File: src/rtl/neuron_mac_pkg.sv
// Shared types and constants for the neuron pre-activation MAC.
// Build option: NEURON_MAC_SAT_EN selects saturating accumulation (default wraps).
package neuron_mac_pkg;

  typedef enum logic [2:0] {
    IDLE,
    ACCUM,
    DRAIN,
    CONVERT,
    OUTPUT
  } mac_state_t;

  localparam int FRAC_BITS   = 8;
  localparam int FP_EXP_BIAS = 127;
  localparam int FP_MANT_W   = 23;

endpackage

File: src/rtl/neuron_mac_if.sv
// Control, operand stream and result handshake between a neuron MAC and its driver.
interface neuron_mac_if #(
  parameter int DATA_W = 16,
  parameter int CNT_W  = 9
);

  logic              start;
  logic [CNT_W-1:0]  n_inputs;
  logic [DATA_W-1:0] bias;
  logic              in_valid;
  logic              in_ready;
  logic [DATA_W-1:0] x_in;
  logic [DATA_W-1:0] w_in;
  logic              out_valid;
  logic              out_ready;
  logic [31:0]       out_float;
  logic              busy;
  logic              ovf;

  modport master (
    output start, n_inputs, bias, in_valid, x_in, w_in, out_ready,
    input  in_ready, out_valid, out_float, busy, ovf
  );

  modport slave (
    input  start, n_inputs, bias, in_valid, x_in, w_in, out_ready,
    output in_ready, out_valid, out_float, busy, ovf
  );

endinterface

File: src/rtl/neuron_mac_acc_to_float.sv
// Combinational conversion of a signed fixed-point accumulator (2*FRAC fraction bits)
// to IEEE-754 single, truncating toward zero.
module neuron_mac_acc_to_float
  import neuron_mac_pkg::*;
#(
  parameter int ACC_W = 40,
  parameter int FRAC  = FRAC_BITS
) (
  input  logic [ACC_W-1:0] acc_i,
  output logic [31:0]      float_o
);

  logic [ACC_W-1:0] mag;
  logic [ACC_W-1:0] norm;
  logic [7:0]       exp_field;
  int               msb;

  // The most-negative accumulator value still has a correct unsigned magnitude here.
  always_comb begin
    mag = acc_i[ACC_W-1] ? -acc_i : acc_i;
    msb = 0;
    for (int i = 0; i < ACC_W; i++) begin
      if (mag[i]) msb = i;
    end
    norm      = mag << (ACC_W - 1 - msb);
    exp_field = 8'(FP_EXP_BIAS + msb - 2 * FRAC);
    float_o   = {acc_i[ACC_W-1], exp_field, norm[ACC_W-2 -: FP_MANT_W]};
    if (mag == '0) float_o = '0;
  end

endmodule

File: src/rtl/neuron_mac.sv
// One-neuron pre-activation: sum(x*w)+bias in fixed point, emitted as IEEE-754 single.
// Build option: NEURON_MAC_SAT_EN clamps the accumulator on overflow instead of wrapping.
module neuron_mac
  import neuron_mac_pkg::*;
#(
  parameter int DATA_W = 16,
  parameter int ACC_W  = 40,
  parameter int CNT_W  = 9
) (
  input logic           clk,
  input logic           reset_n,
  neuron_mac_if.slave   mac_s
);

  localparam int FRAC   = DATA_W / 2;
  localparam int PROD_W = 2 * DATA_W;

  mac_state_t                state_q, state_d;
  logic signed [ACC_W-1:0]   acc_q, acc_d;
  logic [CNT_W-1:0]          count_q, count_d;
  logic signed [PROD_W-1:0]  prod_q, prod_d;
  logic                      prod_vld_q, prod_vld_d;
  logic [31:0]               float_q, float_d;
  logic                      ovf_q, ovf_d;

  logic signed [ACC_W-1:0]   addend;
  logic signed [ACC_W-1:0]   sum;
  logic                      add_ovf;
  logic [31:0]               conv_float;

  neuron_mac_acc_to_float #(
    .ACC_W (ACC_W),
    .FRAC  (FRAC)
  ) u_acc_to_float (
    .acc_i   (acc_q),
    .float_o (conv_float)
  );

  assign addend  = ACC_W'(prod_q);
  assign sum     = acc_q + addend;
  assign add_ovf = (acc_q[ACC_W-1] == addend[ACC_W-1]) && (sum[ACC_W-1] != acc_q[ACC_W-1]);

  assign mac_s.in_ready  = (state_q == ACCUM);
  assign mac_s.out_valid = (state_q == OUTPUT);
  assign mac_s.out_float = float_q;
  assign mac_s.busy      = (state_q != IDLE);
  assign mac_s.ovf       = ovf_q;

  always_comb begin
    state_d    = state_q;
    acc_d      = acc_q;
    count_d    = count_q;
    prod_d     = prod_q;
    prod_vld_d = 1'b0;
    float_d    = float_q;
    ovf_d      = ovf_q;

    // The pending product is folded in while the next pair is being multiplied.
    if (prod_vld_q) begin
      ovf_d = ovf_q | add_ovf;
`ifdef NEURON_MAC_SAT_EN
      if (add_ovf) begin
        acc_d = acc_q[ACC_W-1] ? {1'b1, {(ACC_W-1){1'b0}}} : {1'b0, {(ACC_W-1){1'b1}}};
      end else begin
        acc_d = sum;
      end
`else
      acc_d = sum;
`endif
    end

    unique case (state_q)
      IDLE: begin
        if (mac_s.start) begin
          acc_d   = ACC_W'($signed(mac_s.bias)) << FRAC;
          ovf_d   = 1'b0;
          count_d = mac_s.n_inputs;
          state_d = (mac_s.n_inputs == '0) ? CONVERT : ACCUM;
        end
      end
      ACCUM: begin
        if (mac_s.in_valid) begin
          prod_d     = PROD_W'($signed(mac_s.x_in)) * PROD_W'($signed(mac_s.w_in));
          prod_vld_d = 1'b1;
          count_d    = count_q - CNT_W'(1);
          if (count_q == CNT_W'(1)) state_d = DRAIN;
        end
      end
      DRAIN: begin
        state_d = CONVERT;
      end
      CONVERT: begin
        float_d = conv_float;
        state_d = OUTPUT;
      end
      OUTPUT: begin
        if (mac_s.out_ready) state_d = IDLE;
      end
      default: begin
        state_d = IDLE;
      end
    endcase
  end

  always_ff @(posedge clk) begin
    if (!reset_n) begin
      state_q    <= IDLE;
      acc_q      <= '0;
      count_q    <= '0;
      prod_q     <= '0;
      prod_vld_q <= 1'b0;
      float_q    <= '0;
      ovf_q      <= 1'b0;
    end else begin
      state_q    <= state_d;
      acc_q      <= acc_d;
      count_q    <= count_d;
      prod_q     <= prod_d;
      prod_vld_q <= prod_vld_d;
      float_q    <= float_d;
      ovf_q      <= ovf_d;
    end
  end

endmodule
File: src/flat_wrapper.sv
// flat-port wrapper written by rule: the top's interface ports become plain ports
module neuron_mac_flat import neuron_mac_pkg::*;
#(
  parameter int DATA_W = 16,
  parameter int ACC_W  = 40,
  parameter int CNT_W  = 9
)
  (clk, reset_n, mac_s_start, mac_s_n_inputs, mac_s_bias, mac_s_in_valid, mac_s_x_in, mac_s_w_in, mac_s_out_ready, mac_s_in_ready, mac_s_out_valid, mac_s_out_float, mac_s_busy, mac_s_ovf);
  neuron_mac_if #(.DATA_W(DATA_W), .CNT_W(CNT_W)) mac_s_i ();
  input logic clk;
  input logic reset_n;
  input wire logic [$bits(mac_s_i.start)-1:0] mac_s_start;
  input wire logic [$bits(mac_s_i.n_inputs)-1:0] mac_s_n_inputs;
  input wire logic [$bits(mac_s_i.bias)-1:0] mac_s_bias;
  input wire logic [$bits(mac_s_i.in_valid)-1:0] mac_s_in_valid;
  input wire logic [$bits(mac_s_i.x_in)-1:0] mac_s_x_in;
  input wire logic [$bits(mac_s_i.w_in)-1:0] mac_s_w_in;
  input wire logic [$bits(mac_s_i.out_ready)-1:0] mac_s_out_ready;
  output wire logic [$bits(mac_s_i.in_ready)-1:0] mac_s_in_ready;
  output wire logic [$bits(mac_s_i.out_valid)-1:0] mac_s_out_valid;
  output wire logic [$bits(mac_s_i.out_float)-1:0] mac_s_out_float;
  output wire logic [$bits(mac_s_i.busy)-1:0] mac_s_busy;
  output wire logic [$bits(mac_s_i.ovf)-1:0] mac_s_ovf;
  assign mac_s_i.start = mac_s_start;
  assign mac_s_i.n_inputs = mac_s_n_inputs;
  assign mac_s_i.bias = mac_s_bias;
  assign mac_s_i.in_valid = mac_s_in_valid;
  assign mac_s_i.x_in = mac_s_x_in;
  assign mac_s_i.w_in = mac_s_w_in;
  assign mac_s_i.out_ready = mac_s_out_ready;
  assign mac_s_in_ready = mac_s_i.in_ready;
  assign mac_s_out_valid = mac_s_i.out_valid;
  assign mac_s_out_float = mac_s_i.out_float;
  assign mac_s_busy = mac_s_i.busy;
  assign mac_s_ovf = mac_s_i.ovf;
  neuron_mac #(.DATA_W(DATA_W), .ACC_W(ACC_W), .CNT_W(CNT_W)) u_core (.clk(clk), .reset_n(reset_n), .mac_s(mac_s_i));
endmodule
File: config.mk
export PLATFORM = sky130hd
export DESIGN_NAME = neuron_mac_flat
export DESIGN_NICKNAME = d
export VERILOG_FILES = /design/src/rtl/neuron_mac_pkg.sv /design/src/rtl/neuron_mac_if.sv /design/src/rtl/neuron_mac_acc_to_float.sv /design/src/rtl/neuron_mac.sv /design/src/flat_wrapper.sv
export SDC_FILE = /design/constraint.sdc
export NUM_CORES = 1
export LEC_CHECK = 0
export BUFFER_PORTS_ARGS = -buffer_cell sky130_fd_sc_hd__clkbuf_2
export CORE_AREA = 2 2 177 196
export CTS_BUF_LIST = sky130_fd_sc_hd__clkbuf_16
export DETAILED_ROUTE_END_ITERATION = 6
export DIE_AREA = 0 0 179 198
export GPL_TIMING_DRIVEN = 0
export PLACE_DENSITY = 0.83
export SETUP_SLACK_MARGIN = 0.05
export SLEW_MARGIN = 40
export SYNTH_ARGS = -nofsm -noshare
export SYNTH_HDL_FRONTEND = slang
export SYNTH_SLANG_ARGS = --single-unit
File: constraint.sdc
create_clock -name clk -period 9.1 [get_ports clk]
set_input_delay 0.91 -clock clk [delete_from_list [all_inputs] [get_ports clk]]
set_output_delay 0.91 -clock clk [all_outputs]
set_load 0.01 [all_outputs]
# Word-level counts from Yosys, hierarchy flattened
# Index checks and enable logic that the tools add are counted.
# W data, S select, Z words.
dict set report classes {
  eq_ne 11
  div_mod_pow 0
  n_lt_le_gt_ge 0
  shift 1
  mux 57
  multipliers 1
  reduce_logical 10
  n_bitwise 1
  n_addsub 6
}
# cell n
set ops {}
lappend ops {{$mux W32} 39}
lappend ops {{$mux W40} 4}
lappend ops {{$add A40 B32 Y40} 1}
lappend ops {{$logic_not A40 Y1} 1}
lappend ops {{$neg A40 Y40} 1}
lappend ops {{$shl A40 B32 Y39} 1}
lappend ops {{$mul A16 B16 Y32} 1}
lappend ops {{$sub A7 B32 Y32 const A} 1}
lappend ops {{$mux W9} 2}
lappend ops {{$pmux W9 S2} 1}
lappend ops {{$pmux W3 S5} 1}
lappend ops {{$mux W3} 4}
lappend ops {{$eq A9 B1 Y1 const B} 1}
lappend ops {{$logic_not A9 Y1} 1}
lappend ops {{$sub A9 B1 Y9 const B} 1}
lappend ops {{$add A8 B8 Y8 const A} 1}
lappend ops {{$sub A8 B6 Y8 const B} 1}
lappend ops {{$eq A3 B2 Y1 const B} 2}
lappend ops {{$ne A2 B2 Y1 const B} 3}
lappend ops {{$mux W1} 5}
lappend ops {{$reduce_and A2 Y1} 2}
lappend ops {{$reduce_and A4 Y1} 1}
lappend ops {{$eq A3 B1 Y1 const B} 1}
lappend ops {{$eq A3 B3 Y1 const B} 1}
lappend ops {{10 further kinds} 10}
dict set report word_totals {
  regBits 118
  input_bits 62
  ramBits 0
  out_inout_bits 36
  mem_count 0
  rom_bits 0
  latch_bits 0
  wordCells 94
}

# Longest topological paths before layout
# Gate-level depths: netlist of the first run.
dict set report logic_depth {
  depth_word 44
  depth_mapped 28
  depth_no_buf 25
}

# By module
# From an unflattened synthesis of the first run, not the netlist that was laid out.
dict set report hier_totals {
  cells_unflattened 2765
  area_unflattened_um2 21848.5
}
# module area_per_inst_um2 seq_area_each_um2 cells_per_inst instances
set modules_own_cells {}
lappend modules_own_cells {neuron_mac 16473.3 2362.3 1959 1}
lappend modules_own_cells {neuron_mac_acc_to_float 5375.2 0.0 806 1}

# Worst setup path after synthesis of the first run
# OpenSTA, ideal clock, no wires.
dict set report synth_timing {
  kind {input port to flip-flop}
  start {input mac_s_x_in[10]}
  end {register u_core.prod_q[30]}
  path_buffers 1
  slack_ns 2.010
  setup_ns 0.115
  stages 24
  t_required_ns 8.985
  arrival_time_ns 6.976
  cell_sequence {clkbuf_1 -> nand2_1 -> fa_1 -> inv_1 -> fa_1 -> inv_1 -> fa_1 -> fa_1 -> inv_1 -> fa_1 -> inv_1 -> fa_1 -> inv_1 -> ha_1 -> or4_1 -> a211oi_1 -> nor3_1 -> a311oi_1 -> o41ai_1 -> a41oi_1 -> o21ai_0 -> o31ai_1 -> mux2i_1 -> o21a_1}
}
dict set report synth_via {
  elab_chain_cells 1
}
# element line_no
set synth_rtl {}
lappend synth_rtl {{start: declaration} flat_wrapper.sv:16} ;# input wire logic [$bits(mac_s_i.x_in)-1:0] mac_s_x_in;
lappend synth_rtl {{$mul A16 B16 Y32} neuron_mac.sv:83} ;# prod_d = PROD_W'($signed(mac_s.x_in)) * PROD_W'($signed(mac_s.w_in));
lappend synth_rtl {{end signal: assignment} neuron_mac.sv:118} ;# prod_q <= prod_d;
lappend synth_rtl {{end: declaration} neuron_mac.sv:21} ;# logic signed [PROD_W-1:0] prod_q, prod_d;
# Every way passes these cells.
# A chain may end at the register's enable or synchronous reset.

# Worst setup path after layout of the first run
dict set report layout_timing {
  start {register u_core.acc_q[1]}
  end {register u_core.float_q[22] (netlist: u_core.mac_s.out_float[22])}
}
dict set report layout_via {
  elab_chain_cells 44
  elab_cells_between_ends 45
  cone_classes {add/sub: 2; shift: 1; mux: 41; reduce/logical: 1}
}
# element line_no
set layout_rtl {}
lappend layout_rtl {{start: declaration} neuron_mac.sv:19} ;# logic signed [ACC_W-1:0] acc_q, acc_d;
lappend layout_rtl {{start signal: assignment} neuron_mac.sv:108} ;# acc_q <= '0;
lappend layout_rtl {{start signal: assignment} neuron_mac.sv:116} ;# acc_q <= acc_d;
lappend layout_rtl {{$neg A40 Y40} neuron_mac_acc_to_float.sv:20} ;# mag = acc_i[ACC_W-1] ? -acc_i : acc_i;
lappend layout_rtl {{$mux W40 *} neuron_mac_acc_to_float.sv:20}
lappend layout_rtl {{$mux W1} neuron_mac_acc_to_float.sv:23} ;# if (mag[i]) msb = i;
lappend layout_rtl {{$mux W32 (38 in series)} neuron_mac_acc_to_float.sv:23}
lappend layout_rtl {{$sub A7 B32 Y32} neuron_mac_acc_to_float.sv:25} ;# norm = mag << (ACC_W - 1 - msb);
lappend layout_rtl {{$shl A40 B32 Y39} neuron_mac_acc_to_float.sv:25}
lappend layout_rtl {{$mux W32 *} neuron_mac_acc_to_float.sv:28} ;# if (mag == '0) float_o = '0;
lappend layout_rtl {{end signal: assignment} neuron_mac.sv:120} ;# float_q <= float_d;
lappend layout_rtl {{end: declaration} neuron_mac.sv:23} ;# logic [31:0] float_q, float_d;
# Mark *: on every way between the ends. The rest lies on a longest branch, timed or not.

==> impl_metrics.py, run 1 <==
metrics = {
    "place": {
        "dp_hpwl_mm": 62.5,
        "placedCellCount": 3211,
        "gp_congestion": 1.05,
        "io_buffers": 96,
    },
    "clock_tree": {
        "cts-hold-fix-buffers": 0,
        "cts_setup_buffers": 0,
        "cts.repair.resized": 0,
        "cts_root_buffer": "clkbuf_16",
        "clk_pin_slew_ps": 60,
        "cts_buffers": 17,
        "htree_levels": 4,
        "clk_latency_ps": 460,
        "cts_tree": "done",
        "cts.sinks": 118,
        "cts_buffer_depth": 2,
    },
    "synth": {
        "yosysUniqueCellTypes": 105,
        "ys_seq_elements": 118,
        "netlist_instances": 2677,
        "post-synth-top-area-fraction": 0.244,
        "syn_area_um2": 21500,
        "yosysMostFrequentCell": "inv_1",
        "syn_avg_cell_area_um2": 8.05,
        "ys_async_sr_fraction": 0,
        "synth_warnings": 0,
        "syn_nets": 3132,
        "synthTopCellsByCount": "inv_1 (338), nand2_1 (287), fa_1 (263)",
        "synth_edf_count": 0,
        "synthTopCellsByArea": "fa_1 (24%), dfxtp_1 (11%), ha_1 (7.6%)",
        "ys_seq_area_frac": 0.110,
        "synth_largest_area_cell": "fa_1",
        "ys.flop_type": "dfxtp_1",
    },
    "detailed_routing": {
        "dr.pass1.iters": 6,
        "wire_per_inst_um": 23.9,
        "avgViaCountPerCell": 6.70,
        "wirelength_mm": 77.4,
        "vias": 21700,
        "drc": 0,
        "final_antenna_net_count": 0,
        "drtIter0Drc": 1999,
    },
    "final_layout": {
        "fin_nets": 3247,
        "syn_to_final_growth_pct": 8.09,
        "drive_gt1_frac": 0.0831,
        "stdcell_count": 3243,
        "num_antenna_cells": 0,
    },
    "sta": {
        "rsz0062_at_grt": "false",
        "slew_violations": 0,
        "fin_crit_sh": 0.972,
        "min_period_ps": 8840,
        "hold_viol_final": 0,
        "finalSetupTns_ps": 0,
        "worst-slew-pin-transition_ps": 958,
        "slew_headroom": 0.361,
        "max_freq_mhz": 113,
        "setup_viol": 0,
        "skew_ps": 7.63,
    },
    "critical_path": {
        "r2r-start": "u_core.acc_q[1]",
        "cpPeakStageDelay_ps": 720,
        "crit_buf_inv": 8,
        "critPathArrivalTime_ps": 9200,
        "critPathRequiredTime_ps": 9460,
        "startpoint": "u_core.acc_q[1]",
        "cp-start-kind": "flop",
        "cp-end-kind": "flop",
        "reg2reg_to": "u_core.mac_s.out_float[22]",
        "crit_type": "reg2reg",
        "reg2reg_depth": 26,
        "reg2reg_slack_ps": 260,
        "crit_family": "simple AND/OR/NAND/NOR gates",
        "crit_slowest_cell": "nor4b_1",
        "cp_max_fo": 11,
    },
    "power_and_ir_drop": {
        "ir_worst_vdd_mv": 0.361,
        "power.density_nw_per_um2": 415,
        "power_leakage_nw": 10.4,
    },
    "grt": {
        "use_met3": 0.0885,
        "use_met2": 0.756,
        "gr-usage-met1": 0.486,
        "grt_max_degree": 17,
        "grt_overflow": 0,
        "antenna_found_initial": 1,
        "top_usage_layer": "met2",
        "grt_usage": 0.447,
        "grt_pass1_wl_mm": 121,
        "grt_pass1_vias": 22500,
    },
    "die": {
        "initial_core_util": 0.640,
        "die_h_um": 198,
        "io_pins": 98,
        "die_area_um2": 35400,
        "coreArea_um2": 33700,
        "die_w_um": 179,
        "rows": 71,
    },
    "worst_hold_path": {
        "hp-class": "reg2reg",
        "hold_depth": 2,
        "min_from": "u_core.prod_q[22]",
        "hold_end": "u_core.prod_q[22]",
    },
    "run_status": {
        "status": "finished, final reports clean",
    },
    "run": {
        "max_cap_viol_count": 0,
    },
}
## flip-flops by register name, summed over array words and instances, names as in the netlist
name / cells
u_core.acc_q: 40
u_core.mac_s.out_float: 32
u_core.prod_q: 32
u_core.count_q: 9
u_core.state_q: 3
u_core.mac_s.ovf: 1
u_core.prod_vld_q: 1
## stage by stage
stage                     hold WS [ps]  setup WS, ps   util  cell area (µm²)  power [mW]
final                              463           259  0.692            23300        9.67
after detailed placement           456           704  0.671            22600        8.63
after CTS                          466           798  0.691            23300        9.42
after global routing               490           119  0.692            23300        10.4
after global placement             441           852  0.670            22600        8.27
after floorplan                    436          2010      -            21500        6.54
## routing by layer
metal  up-vias  part of all wire
met2      1396              0.48
met4         2             0.092
met3       446             0.084
met1     10500              0.35
met5         -           0.00017
li1       9433                 -
## layout make-up
class	instances	area, µm²
Buffer	145	598
Clock buffer	17	425
Clock inverter	15	228
Fill cell	2672	10400
Inverter	343	1290
Multi-Input combinational cell	2071	17400
Sequential cell	118	2360
Tap cell	438	548
Timing Repair Buffer	96	480
## tightest hold or removal path: cells and delay by family (launching register included)
| kind | cells | cell delay, ps |
|---|---|---|
| AOI/OAI and AO/OA | 1 | 50 |
| DFF | 1 | 310 |
| and+or+nand+nor | 1 | 60 |
## power breakdown
part / leakage (nW) / internal [mW] / total [mW] / switching (mW)
Clock: 0.320 / 0.487 / 0.767 / 0.280
Combinational: 9.13 / 3.23 / 8.25 / 5.02
Sequential: 0.963 / 0.581 / 0.655 / 0.0738
Total: 10.4 / 4.30 / 9.67 / 5.37
## logic make-up (layout without fill, tap and decap cells)
family | Yosys count | count (layout) | share of synthesized area
and+or+nand+nor | 880 | 880 | 0.201
AOI/OAI and AO/OA | 619 | 619 | 0.202
adders and majority gates | 393 | 393 | 0.320
buffers and inverters | 488 | 616 | 0.0876
DFF | 118 | 118 | 0.110
xor gates and xnor gates | 106 | 106 | 0.0438
muxes | 73 | 73 | 0.0360
## worst max path at each step
stage               depth (start not counted)  slack [ps]                          to
floorplan                                  24        2010           u_core.prod_q[30]
CTS                                        25         800  u_core.mac_s.out_float[22]
global route                               25         120  u_core.mac_s.out_float[22]
global placement                           25         850  u_core.mac_s.out_float[22]
detailed placement                         25         700           u_core.prod_q[30]
finish                                     26         260  u_core.mac_s.out_float[22]
## placed cells by master (no fill, tap or decap), types with 14 or more instances in the layout
cell type / Yosys / layout
inv_1: 338 / 339
nand2_1: 287 / 287
fa_1: 263 / 263
nor2_1: 175 / 174
a21oi_1: 144 / 144
and2_1: 133 / 133
ha_1: 130 / 129
dfxtp_1: 118 / 118
clkbuf_1: 109 / 108
clkbuf_2: 0 / 97
o21ai_0: 91 / 90
xnor2_1: 76 / 74
nor3_1: 59 / 59
mux2i_1: 58 / 58
nand3_1: 57 / 57
o211ai_1: 34 / 34
xor2_1: 28 / 28
a31oi_1: 28 / 28
a22oi_1: 28 / 28
a211oi_1: 27 / 27
a21o_1: 27 / 27
or3_1: 25 / 25
o22ai_1: 20 / 20
nand2b_1: 19 / 19
buf_2: 18 / 18
o21bai_1: 17 / 17
o31ai_1: 17 / 17
clkbuf_16: 0 / 17
nor2b_1: 16 / 16
nor4_1: 17 / 15
and3_1: 14 / 14
nand4_1: 14 / 14
(Power assumes the default switching activity.)
==> run 2, diff against run 1 <==
Settings changed: CORE_AREA 2 2 177 196 to 2 2 187 189, DIE_AREA 0 0 179 198 to 0 0 189 191, SYNTH_HIERARCHICAL set to 1.
Clock period 9.1 ns to 9.2 ns, I/O delays scaled along.
==> impl_metrics.py, run 2 <==
metrics = {
    "synth": {
        "synth_largest_area_cell": "fa_1",
        "ys.flop_type": "dfxtp_1",
        "synthTopCellsByArea": "fa_1 (24%), dfxtp_1 (11%), ha_1 (7.4%)",
        "syn_avg_cell_area_um2": 7.90,
        "yosysMostFrequentCell": "inv_1",
        "syn_nets": 3220,
        "ys_seq_elements": 118,
        "ys_async_sr_fraction": 0,
        "syn_area_um2": 21800,
        "synth_edf_count": 0,
        "post-synth-top-area-fraction": 0.241,
        "synth_warnings": 6,
        "netlist_instances": 2765,
        "yosysUniqueCellTypes": 100,
        "ys_seq_area_frac": 0.108,
        "synthTopCellsByCount": "inv_1 (373), nand2_1 (350), fa_1 (263)",
    },
    "sta": {
        "fin_crit_sh": 0.936,
        "skew_ps": 11.4,
        "max_freq_mhz": 116,
        "hold_viol_final": 0,
        "min_period_ps": 8610,
        "slew_headroom": 0.399,
        "rsz0062_at_grt": "false",
        "worst-slew-pin-transition_ps": 901,
        "slew_violations": 0,
        "setup_viol": 0,
        "finalSetupTns_ps": 0,
    },
    "detailed_routing": {
        "vias": 21200,
        "wire_per_inst_um": 21.4,
        "drc": 0,
        "wirelength_mm": 71.7,
        "drtIter0Drc": 2035,
        "avgViaCountPerCell": 6.32,
        "final_antenna_net_count": 0,
        "dr.pass1.iters": 6,
    },
    "die": {
        "coreArea_um2": 34100,
        "initial_core_util": 0.640,
        "die_area_um2": 36100,
        "io_pins": 98,
        "rows": 68,
        "die_h_um": 191,
        "die_w_um": 189,
    },
    "clock_tree": {
        "cts.repair.resized": 0,
        "clk_pin_slew_ps": 60,
        "cts_setup_buffers": 0,
        "clk_latency_ps": 440,
        "cts-hold-fix-buffers": 0,
        "htree_levels": 4,
        "cts_buffers": 17,
        "cts_tree": "done",
        "cts_root_buffer": "clkbuf_16",
        "cts_buffer_depth": 2,
        "cts.sinks": 118,
    },
    "critical_path": {
        "crit_type": "reg2reg",
        "cpPeakStageDelay_ps": 660,
        "cpMostUsedCell": "clkbuf_1",
        "crit_slowest_cell": "buf_1",
        "critPathRequiredTime_ps": 9510,
        "cp-end-kind": "flop",
        "critPathArrivalTime_ps": 8920,
        "cp-start-kind": "flop",
        "cp_max_fo": 11,
    },
    "grt": {
        "grt_usage": 0.403,
        "grt_pass1_vias": 21600,
        "grt_overflow": 0,
        "antenna_found_initial": 1,
        "grt_max_degree": 17,
        "grt_pass1_wl_mm": 114,
    },
    "power_and_ir_drop": {
        "switching_share": 0.553,
        "p_int_mw": 4.41,
        "ir_worst_vdd_mv": 0.519,
        "power_leakage_nw": 10.7,
        "p_total_mw": 9.86,
        "power.density_nw_per_um2": 419,
        "switching_power_mw": 5.45,
        "p_seq_frac": 0.066,
        "comb_power_share": 0.865,
        "pwr-share-clk": 0.069,
    },
    "final_layout": {
        "finish.instance_area_um2": 23500,
        "num_antenna_cells": 0,
        "drive_gt1_frac": 0.0739,
        "fin_nets": 3336,
        "seq_area_um2": 2360,
        "final_common_cell": "inv_1",
        "syn_to_final_growth_pct": 7.59,
        "fill_cells": 2755,
        "final_cell_mix": "inv_1 (374), nand2_1 (350), fa_1 (263)",
        "largest_reg_flops": 40,
        "top_register": "u_core/acc_q",
        "multi_input_comb_area_um2": 17400,
    },
    "place": {
        "placed_area_um2": 22900,
        "dp_hpwl_mm": 58.6,
        "gp_congestion": 0.992,
        "io_buffers": 97,
    },
    "worst_hold_path": {
        "hp-class": "reg2reg",
    },
    "run": {
        "max_cap_viol_count": 0,
    },
    "run_status": {
        "status": "finished, final reports clean",
    },
}
==> run 2: cell types whose count changed after synthesis, moves of 11 or more <==
cell,delta
a211oi_1,+17
a21oi_1,+38
a22oi_1,-23
a31oi_1,-15
inv_1,+35
mux2i_1,+31
nand2_1,+63
o211ai_1,-20
o21ai_1,+11
xnor2_1,-16
xor2_1,+16
==> run 2: layout make-up <==
class	count	area share
clock buffer	17	0.0181
inverter	376	0.0600
sequential	118	0.100
buffer	154	0.0280
multi-input combinational	2117	0.741
tap	455	0.0242
clock inverter	15	0.00761
timing repair buffer	97	0.0207
==> run 2: layer usage <==
metal	share of wire	track usage	routed length (µm)	vias up
met4	0.074	0.281	5310	2
met5	0.00022	0	16	-
met3	0.075	0.0648	5420	345
li1	-	-	-	9548
met1	0.37	0.458	26200	10100
met2	0.49	0.694	34800	1198
==> run 2: cell families after synthesis <==
| logic type | Yosys count | synth area share |
|---|---|---|
| AND/OR/NAND/NOR | 929 | 0.205 |
| AO/OA/AOI/OAI | 582 | 0.183 |
| buffers and inverters | 530 | 0.0948 |
| adder cells (fa/ha/maj) | 393 | 0.315 |
| flip-flops | 118 | 0.108 |
| multiplexers | 109 | 0.0519 |
| XOR/XNOR | 104 | 0.0417 |
==> run 2: critical path: cells and delay by family (launching register included) <==
kind	cells	cell delay, ps
AOI/OAI and AO/OA	7	1470
buffers and inverters	12	4820
adders and majority gates	2	470
and+or+nand+nor	4	1120
DFF	1	580
==> run 2: stage by stage <==
stage / worst slack, ps / cells / utilization / hold slack (ps)
floorplan: 2340 / 2765 / - / 436
global placement: 881 / 3317 / 0.671 / 443
CTS: 992 / 3349 / 0.689 / 458
detailed placement: 1020 / 3317 / 0.671 / 449
finish: 587 / 3349 / 0.689 / 457
global route: 442 / 3349 / 0.689 / 473
==> run 2: path summary, 6_finish.rpt <==
check	start	endpoint	slack, ps	cells past startpoint
worst max register to register	u_core/acc_q[39]	u_core/mac_s.out_float[12]	590	25
worst max-delay path	u_core/acc_q[39]	u_core/mac_s.out_float[12]	590	25
worst min register to register	u_core/prod_q[29]	u_core/prod_q[29]	460	2
worst min-delay path	u_core/prod_q[29]	u_core/prod_q[29]	460	2
==> run 2: power by group through the flow <==
| stage | sequential (mW) | clock [mW] | combinational [mW] |
|---|---|---|---|
| 6_report | 0.646 | 0.683 | 8.53 |
| 3_5_place_dp | 0.653 | 0 | 8.32 |
| 4_1_cts | 0.642 | 0.689 | 8.36 |
| 3_3_place_gp | 0.651 | 0 | 8.04 |
| 2_1_floorplan | 0.627 | 0 | 6.47 |
| 5_1_grt | 0.652 | 0.708 | 9.44 |
